**config.mk**
```make
export PLATFORM = sky130hd
export DESIGN_NAME = sudoku_validator_flat
export DESIGN_NICKNAME = d
export VERILOG_FILES = /design/src/rtl/sudoku_validator_if.sv /design/src/rtl/sudoku_validator.sv /design/src/flat_wrapper.sv
export SDC_FILE = /design/constraint.sdc
export NUM_CORES = 1
export LEC_CHECK = 0
export BUFFER_PORTS_ARGS = -buffer_cell sky130_fd_sc_hd__buf_4
export CAP_MARGIN = 20
export CORE_MARGIN = 4
export CORE_UTILIZATION = 50
export DETAILED_ROUTE_END_ITERATION = 10
export PLACE_DENSITY_LB_ADDON = 0.12
export SLEW_MARGIN = 20
export SYNTH_ARGS = -nofsm -noshare
export SYNTH_HDL_FRONTEND = slang
export SYNTH_SLANG_ARGS = --single-unit
```
**constraint.sdc**
```tcl
create_clock -name clk -period 18.45 [get_ports clk]
set_clock_uncertainty 0.15 [all_clocks]
set_input_delay 3.69 -clock clk [delete_from_list [all_inputs] [get_ports clk]]
set_output_delay 3.69 -clock clk [all_outputs]
set_load 0.02 [all_outputs]
```
**src/rtl/sudoku_validator_if.sv**
```systemverilog
// sudoku_validator_if
//   Bundles the request/result signals of sudoku_validator.
//   master : requester side (drives start/grid_in, observes results)
//   slave  : validator side (observes start/grid_in, drives results)
//   Signals:
//     start          one-cycle validation request
//     grid_in        81 cells, row-major, CELL_W bits each
//     busy           scan in progress
//     done           one-cycle pulse when results update
//     conflict_mask  bit r*9+c set when cell (r,c) conflicts
//     conflict_count number of set bits in conflict_mask
//     complete       every cell nonzero
//     solved         complete and no conflicts
interface sudoku_validator_if #(
  parameter int CELL_W = 4
);
  logic                  start;
  logic [81*CELL_W-1:0]  grid_in;
  logic                  busy;
  logic                  done;
  logic [80:0]           conflict_mask;
  logic [6:0]            conflict_count;
  logic                  complete;
  logic                  solved;

  modport master (
    output start, grid_in,
    input  busy, done, conflict_mask, conflict_count, complete, solved
  );

  modport slave (
    input  start, grid_in,
    output busy, done, conflict_mask, conflict_count, complete, solved
  );
endinterface

```
**src/rtl/sudoku_validator.sv**
```systemverilog
// sudoku_validator
//   Sequential Sudoku rule checker. A start pulse snapshots the grid, then
//   every unit (rows, columns and, optionally, 3x3 boxes) is walked one cell
//   per clock: a COUNT pass records which digits repeat, a MARK pass flags
//   the cells holding those digits. Illegal values (10-15) always conflict.
//   Results are published in a single FINISH cycle together with a done
//   pulse; they hold until the next completed scan.
//
//   Ports:
//     clk    system clock
//     reset  synchronous, active-high; aborts a scan and clears results
//     bus    sudoku_validator_if.slave (start, grid_in, busy, done,
//            conflict_mask, conflict_count, complete, solved)
//
//   Build option:
//     SUDOKU_VALIDATOR_BOX_EN  defined -> box units scanned (27 units);
//                              undefined -> rows and columns only (18 units).
//
//   CELL_W must be at least 4.
module sudoku_validator #(
  parameter int CELL_W = 4
) (
  input  logic               clk,
  input  logic               reset,
  sudoku_validator_if.slave  bus
);

`ifdef SUDOKU_VALIDATOR_BOX_EN
  localparam logic [4:0] LAST_U = 5'd26;
`else
  localparam logic [4:0] LAST_U = 5'd17;
`endif

  typedef enum logic [2:0] {IDLE, LOAD, COUNT, MARK, FINISH} state_t;

  state_t                state;
  logic [4:0]            u;
  logic [3:0]            k;

  logic                  busy_r;
  logic                  done_r;
  logic [80:0]           mask_r;
  logic [6:0]            count_r;
  logic                  complete_r;
  logic                  solved_r;

  logic [81*CELL_W-1:0]  snap;
  logic [15:0]           seen;
  logic [15:0]           dup;
  logic [80:0]           wmask;
  logic [6:0]            wcount;
  logic                  wcomplete;

  logic [6:0]            idx;
  logic [CELL_W-1:0]     v;
  logic [3:0]            vi;
  logic                  legal;
  logic                  illegal;

  // Map (unit, position-in-unit) to the flat cell index r*9+c.
  function automatic logic [6:0] cell_idx(input logic [4:0] uu, input logic [3:0] kk);
    int r;
    int c;
    int b;
    r = 0;
    c = 0;
    b = 0;
    if (uu < 5'd9) begin
      r = int'(uu);
      c = int'(kk);
    end else if (uu < 5'd18) begin
      r = int'(kk);
      c = int'(uu) - 9;
    end else begin
      b = int'(uu) - 18;
      r = 3 * (b / 3) + int'(kk) / 3;
      c = 3 * (b % 3) + int'(kk) % 3;
    end
    return 7'(r * 9 + c);
  endfunction

  always_comb begin
    idx     = cell_idx(u, k);
    v       = snap[int'(idx)*CELL_W +: CELL_W];
    vi      = v[3:0];
    legal   = (v != '0) && (v <= CELL_W'(9));
    illegal = (v > CELL_W'(9));
  end

  // Control: state, unit/cell walk and the published results.
  always_ff @(posedge clk) begin
    if (reset) begin
      state      <= IDLE;
      u          <= 5'd0;
      k          <= 4'd0;
      busy_r     <= 1'b0;
      done_r     <= 1'b0;
      mask_r     <= '0;
      count_r    <= 7'd0;
      complete_r <= 1'b0;
      solved_r   <= 1'b0;
    end else begin
      done_r <= 1'b0;
      case (state)
        IDLE: begin
          if (bus.start) state <= LOAD;
        end
        LOAD: begin
          u      <= 5'd0;
          k      <= 4'd0;
          busy_r <= 1'b1;
          state  <= COUNT;
        end
        COUNT: begin
          if (k == 4'd8) begin
            k     <= 4'd0;
            state <= MARK;
          end else begin
            k <= k + 4'd1;
          end
        end
        MARK: begin
          if (k == 4'd8) begin
            k <= 4'd0;
            if (u == LAST_U) begin
              // busy drops as FINISH is entered
              busy_r <= 1'b0;
              state  <= FINISH;
            end else begin
              u     <= u + 5'd1;
              state <= COUNT;
            end
          end else begin
            k <= k + 4'd1;
          end
        end
        FINISH: begin
          mask_r     <= wmask;
          count_r    <= wcount;
          complete_r <= wcomplete;
          solved_r   <= wcomplete && (wcount == 7'd0);
          done_r     <= 1'b1;
          state      <= IDLE;
        end
        default: state <= IDLE;
      endcase
    end
  end

  // Datapath: snapshot and working accumulators, re-initialised in LOAD.
  always_ff @(posedge clk) begin
    case (state)
      LOAD: begin
        snap      <= bus.grid_in;
        seen      <= '0;
        dup       <= '0;
        wmask     <= '0;
        wcount    <= 7'd0;
        wcomplete <= 1'b1;
      end
      COUNT: begin
        if (legal) begin
          if (seen[vi]) dup[vi]  <= 1'b1;
          else          seen[vi] <= 1'b1;
        end
        // Every cell is visited once by the row units alone.
        if ((u < 5'd9) && (v == '0)) wcomplete <= 1'b0;
      end
      MARK: begin
        if ((legal && dup[vi]) || illegal) begin
          wmask[idx] <= 1'b1;
          // Count only first-time flags so cells hit by several units
          // are not double-counted.
          if (!wmask[idx]) wcount <= wcount + 7'd1;
        end
        if (k == 4'd8) begin
          seen <= '0;
          dup  <= '0;
        end
      end
      default: ;
    endcase
  end

  assign bus.busy           = busy_r;
  assign bus.done           = done_r;
  assign bus.conflict_mask  = mask_r;
  assign bus.conflict_count = count_r;
  assign bus.complete       = complete_r;
  assign bus.solved         = solved_r;

endmodule

```
**src/flat_wrapper.sv**
```systemverilog
// flat-port wrapper written by rule: the top's interface ports become plain ports
module sudoku_validator_flat 
#(
  parameter int CELL_W = 4
)
  (clk, reset, bus_start, bus_grid_in, bus_busy, bus_done, bus_conflict_mask, bus_conflict_count, bus_complete, bus_solved);
  sudoku_validator_if #(.CELL_W(CELL_W)) bus_i ();
  input  logic clk;
  input  logic reset;
  input wire logic [$bits(bus_i.start)-1:0] bus_start;
  input wire logic [$bits(bus_i.grid_in)-1:0] bus_grid_in;
  output wire logic [$bits(bus_i.busy)-1:0] bus_busy;
  output wire logic [$bits(bus_i.done)-1:0] bus_done;
  output wire logic [$bits(bus_i.conflict_mask)-1:0] bus_conflict_mask;
  output wire logic [$bits(bus_i.conflict_count)-1:0] bus_conflict_count;
  output wire logic [$bits(bus_i.complete)-1:0] bus_complete;
  output wire logic [$bits(bus_i.solved)-1:0] bus_solved;
  assign bus_i.start = bus_start;
  assign bus_i.grid_in = bus_grid_in;
  assign bus_busy = bus_i.busy;
  assign bus_done = bus_i.done;
  assign bus_conflict_mask = bus_i.conflict_mask;
  assign bus_conflict_count = bus_i.conflict_count;
  assign bus_complete = bus_i.complete;
  assign bus_solved = bus_i.solved;
  sudoku_validator #(.CELL_W(CELL_W)) u_core (.clk(clk), .reset(reset), .bus(bus_i));
endmodule
```
==> results of run 1 <==
[routing by layer]
layer	wire, um	track usage (%)
met1	32700	39.2
met4	1440	7.12
met5	27	0
met3	6590	5.24
met2	38300	47.1
[worst max-delay path by stage]
stage           startpoint                to  slack, ns  cells after the start
6_report       u_core.u[1]  u_core.wmask[60]       3.37                     56
5_1_grt        u_core.u[0]     u_core.dup[2]       2.38                     53
4_1_cts        u_core.u[1]  u_core.wmask[79]       3.31                     56
3_5_place_dp   u_core.u[1]  u_core.wmask[26]       3.40                     56
3_3_place_gp   u_core.u[1]  u_core.wmask[26]       3.70                     55
2_1_floorplan  u_core.u[1]   u_core.wmask[0]       0.54                     57
[state kept, by name (all words and copies together), names as in the netlist]
name                       flops
u_core.bus.busy                1
u_core.bus.complete            1
u_core.bus.conflict_count      7
u_core.bus.conflict_mask      81
u_core.bus.done                1
u_core.bus.solved              1
u_core.dup                    16
u_core.k                       4
u_core.seen                   16
u_core.snap                  324
u_core.state                   3
u_core.u                       5
u_core.wcomplete               1
u_core.wcount                  7
u_core.wmask                  81
[final cells by class]
type	count	area, um2
Sequential cell	549	15400
Multi-Input combinational cell	1413	8910
Timing Repair Buffer	447	3390
Fill cell	3986	18600
Tap cell	664	831
Clock buffer	74	1540
Clock inverter	32	231
Antenna cell	5	12.5
Inverter	68	255
[metrics by stage]
stage / area (um2) / total power, mW / std cells / worst slack [ns]
after global placement: 28800 / 1.91 / 3139 / 3.70
after floorplan: 25100 / 1.80 / 2163 / 0.538
after detailed placement: 28800 / 1.91 / 3139 / 3.40
after global routing: 30600 / 3.08 / 3252 / 2.38
after CTS: 30600 / 2.99 / 3245 / 3.31
final: 30600 / 2.98 / 3252 / 3.37
[synthesized netlist by cell type, types with 8 or more instances]
cell type / n / area share (%)
a211oi_1: 18 / 0.54
a21o_1: 12 / 0.36
a21oi_1: 160 / 3.2
a221oi_1: 18 / 0.63
a22o_1: 10 / 0.35
a22oi_1: 43 / 1.3
a31oi_1: 90 / 2.2
and2_1: 14 / 0.35
buf_1: 9 / 0.13
clkbuf_1: 112 / 1.7
dfxtp_1: 104 / 8.3
edfxtp_1: 445 / 53
fa_1: 10 / 0.80
ha_1: 66 / 3.3
inv_1: 65 / 0.97
mux2_2: 16 / 0.72
mux2i_1: 21 / 0.84
nand2_1: 257 / 3.8
nand2b_1: 11 / 0.27
nand3_1: 20 / 0.40
nand4_1: 15 / 0.37
nor2_1: 228 / 3.4
nor2b_1: 11 / 0.27
nor3_1: 24 / 0.48
nor4_1: 25 / 0.62
o21a_1: 8 / 0.24
o21ai_0: 41 / 0.82
o221ai_1: 9 / 0.31
o22a_1: 11 / 0.38
o22ai_1: 111 / 2.8
or2_2: 9 / 0.22
xnor2_1: 32 / 1.1
xor2_1: 13 / 0.45
[worst max-delay path: cells and delay by family (launching register included)]
family	cells	cell delay [ns]
AOI/OAI and AO/OA	20	4.36
xor gates and xnor gates	2	0.48
adders and majority gates	11	3.84
buffers and inverters	9	2.59
DFF	1	0.51
muxes	1	0.07
and+or+nand+nor	13	2.46
[cell families after synthesis]
group | after synthesis | synth area share, %
AND/OR/NAND/NOR | 655 | 11.6
AO/OA/AOI/OAI | 589 | 15.4
flip-flops | 549 | 61.6
buffers and inverters | 201 | 3.20
adder cells (fa/ha/maj) | 76 | 4.09
XOR/XNOR | 47 | 1.77
multiplexers | 46 | 2.24
[report_power, final]
part           leakage [nW]  switching [mW]  internal, mW
registers              5.01          0.0583          1.49
clock network         0.868           0.483         0.604
logic                  5.49           0.217         0.130
total                  11.4           0.759          2.22
==> qor.csv, run 1 <==
metric;value;unit
maximum vdd drop;0.0857;mV
Post-synth top flop;edfxtp_1;
Avg WL per Cell;24.3;um
CTS sink cnt;549;
Most Frequent Cell on Critical Path;ha_1;
Fmax achieved;66.3;MHz
chip width;232;um
Reg-to-Reg Start;u_core.u[1];
die area;53800;um2
Worst setup EP type;flop;
type of the worst setup path;flop to flop;
setup repair bufs after CTS;0;
Netlist cell types;94;
final hold vios;0;
Row Count;81;
Period minus WS final;15.08;ns
vias after detailed routing;19400;
Final Cycle Share;81.7;%
GP Congestion;0.901;
worst rel slew slack;25.7;%
Avg Inst Size Synth;11.6;um2
First-pass DRT Iterations;5;
vias per cell;5.97;
Pwr per Cell Area;97.4;nW/um2
CTS Buf Count;56;
Area growth, synth to finish;22.2;%
Nets;2938;
vias in the first global route;19200;
CTS root buf;clkbuf_16;
gate count of the mapped netlist;2163;
Reg2Reg Depth;56;
I/O Buffers;418;
GRT Util Overall;28.4;%
initial antenna violation count;8;
Critical Path AT;15.16;ns
final core utilization;62.2;%
startpoint types;flop;
Remaining Overflow, GRT;0;
Hold Startpoint;u_core.bus.conflict_mask[1];
final hold slack;0.303;ns
hold depth;2;
Skew-Pair Late Insertion Delay;0.65;ns
Routed WL;79100;um
CP max-delay cell;nor3_2;
most frequent cells in the layout;edfxtp_1 (445), buf_4 (443), nand2_1 (252);
fin. max-slew vios;0;
RR Endpoint;u_core.wmask[60];
hpwl dp;56100;um
Yosys warning total;0;
most common cell after layout, fill and taps aside;edfxtp_1;
FF-to-FF setup slack;3.37;ns
hold endpoint;u_core.bus.conflict_mask[1];
drt drc;0;
critical path data required time;18.53;ns
ys async rst share;0;%
leak pwr;11.4;nW
CTS tree;done;
# setup viols final;0;
outcome;finished clean;
CP Max Fanout;81;
setup TNS;0;ns
starting density of the core;50.9;%
core area;49300;um2
DR iter-0 viols;1934;
RSZ-0062 raised after global routing;no;
remaining antenna violation count;0;
H-tree Lvls;2;
layout cells sized above 1;24.0;%
Hold Buf Count CTS;0;
post-CTS sizing;0;
global-route wire length before repair;117000;um
number of synthesized register bits;549;
slowest stage delay, CP;0.89;ns
sequential area share after synthesis;61.6;%
I/O pin count;419;
transition time of the tightest slew-check pin;1.11;ns
Mapped Nets;2566;
pin count of the biggest net entering global routing;217;
EDFF count, synth;445;
Hold WC Path Type;flop to flop;
Worst-path clk slew;0.06;ns
CTS max path bufs;3;
Die Y-Extent;232;um
Max Cap Viol;0;
Syn Std Cell Area;25100;um2
Power figures use the tool's default switching activity.
==> run 2: changes to the inputs <==
==> constraint.sdc (replaced) <==
create_clock -name clk -period 12.6 [get_ports clk]
set_clock_uncertainty 0.15 [all_clocks]
set_input_delay 2.52 -clock clk [delete_from_list [all_inputs] [get_ports clk]]
set_output_delay 2.52 -clock clk [all_outputs]
set_load 0.02 [all_outputs]
==> qor.csv, run 2 (synthesis results as in run 1) <==
metric;value;unit
outcome;finished clean;
setup TNS;0;ns
Post-Place Cells;3213;
setup ws final;0.574;ns
chip width;232;um
I/O pin count;419;
CTS root buf;clkbuf_16;
combinational share of power;12.4;%
Row Count;81;
final hold vios;0;
Flop pwr share;50.7;%
Final Cycle Share;95.4;%
type of the worst setup path;flop to flop;
initial antenna violation count;5;
FF-to-FF setup slack;0.57;ns
Pwr per Cell Area;141;nW/um2
Top Metal Used;met5;
met1 wire length;31600;um
pin count of the biggest net entering global routing;197;
slowest stage delay, CP;0.55;ns
fin. max-slew vios;0;
GP Congestion;0.933;
dpl ws;0.128;ns
CP max-delay cell;fa_1;
Avg WL per Cell;23.9;um
net switching fraction of the power;24.8;%
post-route cell area;31700;um2
core area;49300;um2
Skew-Pair Late Insertion Delay;0.63;ns
CP Max Fanout;24;
most frequent cells in the layout;buf_4 (514), edfxtp_1 (445), nand2_1 (252);
Switch Pwr;1.11;mW
H-tree Lvls;2;
Critical Path AT;12.16;ns
drt drc;0;
Hold WC Path Type;flop to flop;
WL met3;6860;um
Nets;3019;
Period minus WS final;12.03;ns
layout cells sized above 1;27.7;%
hpwl dp;57600;um
RR Endpoint;u_core.dup[12];
clock share of power;37.0;%
Fmax achieved;83.2;MHz
CTS sink cnt;549;
worst rel slew slack;24.6;%
Overall Power;4.47;mW
CTS max path bufs;3;
die area;53800;um2
number of flip-flops in the largest register;324;
Max Cap Viol;0;
startpoint types;flop;
hold depth;2;
internal power;3.36;mW
DR iter-0 viols;1989;
GRT Util Overall;28.4;%
# setup viols final;0;
I/O Buffers;418;
vias in the first global route;19400;
hold endpoint;u_core.bus.conflict_mask[41];
CTS Buf Count;55;
starting density of the core;50.9;%
Reg-to-Reg Start;u_core.u[1];
First-pass DRT Iterations;6;
vias after detailed routing;19700;
Reg2Reg Depth;55;
transition time of the tightest slew-check pin;1.12;ns
Area after DPL;29600;um2
maximum vdd drop;0.118;mV
Hold Startpoint;u_core.bus.conflict_mask[41];
Routed WL;79400;um
vias per cell;5.93;
Hold Buf Count CTS;0;
Worst-path clk slew;0.06;ns
Worst setup EP type;flop;
post-route insts no fill;3328;
CTS tree;done;
remaining antenna violation count;0;
Area growth, synth to finish;26.5;%
Remaining Overflow, GRT;0;
most common cell after layout, fill and taps aside;buf_4;
leak pwr;11.9;nW
metal2 WL;38900;um
Reg with most FFs;u_core.snap;
Die Y-Extent;232;um
global-route wire length before repair;116000;um
critical path data required time;12.74;ns
-- run 2: cell count changes in the layout (fill, tap and decap cells not counted), moves of 4 or more --
cell,delta
ha_4,+5
buf_12,+8
inv_1,-5
ha_1,-6
inv_2,+4
buf_4,+71
clkinv_1,-9
clkbuf_16,+4
clkinv_2,-5
o21ai_0,-4
-- run 2: critical path, delay by kind of cell (launching register included) --
kind	cells	cell delay, ns
muxes	2	0.39
xor gates and xnor gates	2	0.45
adders and majority gates	11	3.42
buffers and inverters	9	1.34
AOI/OAI and AO/OA	18	3.53
DFF	1	0.41
and+or+nand+nor	13	1.96
-- run 2: timing repair --
action                                  4_1_cts  5_1_grt
resized for setup                             0       19
buffers inserted                              0        7
endpoints found under the setup margin        0      120
-- run 2: layout make-up --
cell class                      count  area, um2
Clock buffer                       81       1620
Fill cell                        3887      17500
Clock inverter                     21        230
Timing Repair Buffer              529       4160
Sequential cell                   549      15500
Tap cell                          664        831
Inverter                           68        265
Antenna cell                        3       7.51
Multi-Input combinational cell   1413       9140
-- run 2: power groups by stage --
| stage | Clock, mW | Combinational (mW) | Sequential [mW] |
|---|---|---|---|
| floorplan | 0 | 0.294 | 2.31 |
| global placement | 0 | 0.527 | 2.29 |
| detailed placement | 0 | 0.531 | 2.30 |
| CTS | 1.67 | 0.534 | 2.26 |
| global route | 1.75 | 0.594 | 2.27 |
| finish | 1.65 | 0.552 | 2.26 |
-- run 2: metal layers --
| layer | vias to the layer above | global-route usage [%] |
|---|---|---|
| li1 | 9031 | - |
| met1 | 9621 | 38.0 |
| met2 | 940 | 47.5 |
| met3 | 137 | 5.81 |
| met4 | 4 | 7.83 |
| met5 | - | 0 |
-- run 2: stage by stage --
stage          hold WS, ns  util [%]
3_5_place_dp         0.300      60.1
5_1_grt              0.326      64.4
6_report             0.305      64.4
2_1_floorplan        0.347         -
3_3_place_gp         0.292      60.1
4_1_cts              0.308      63.8
-- run 2: how the worst max path moves through the flow --
stage	endpoint	startpoint	slack, ns	cells past startpoint
after detailed placement	u_core.seen[8]	u_core.u[3]	0.13	54
after floorplan	u_core.wmask[0]	u_core.u[2]	-0.006	57
after CTS	u_core.dup[5]	u_core.u[3]	0.04	53
after global placement	u_core.seen[8]	u_core.u[2]	0.26	59
final	u_core.dup[12]	u_core.u[1]	0.57	55
after global routing	u_core.seen[12]	u_core.u[1]	-0.08	52
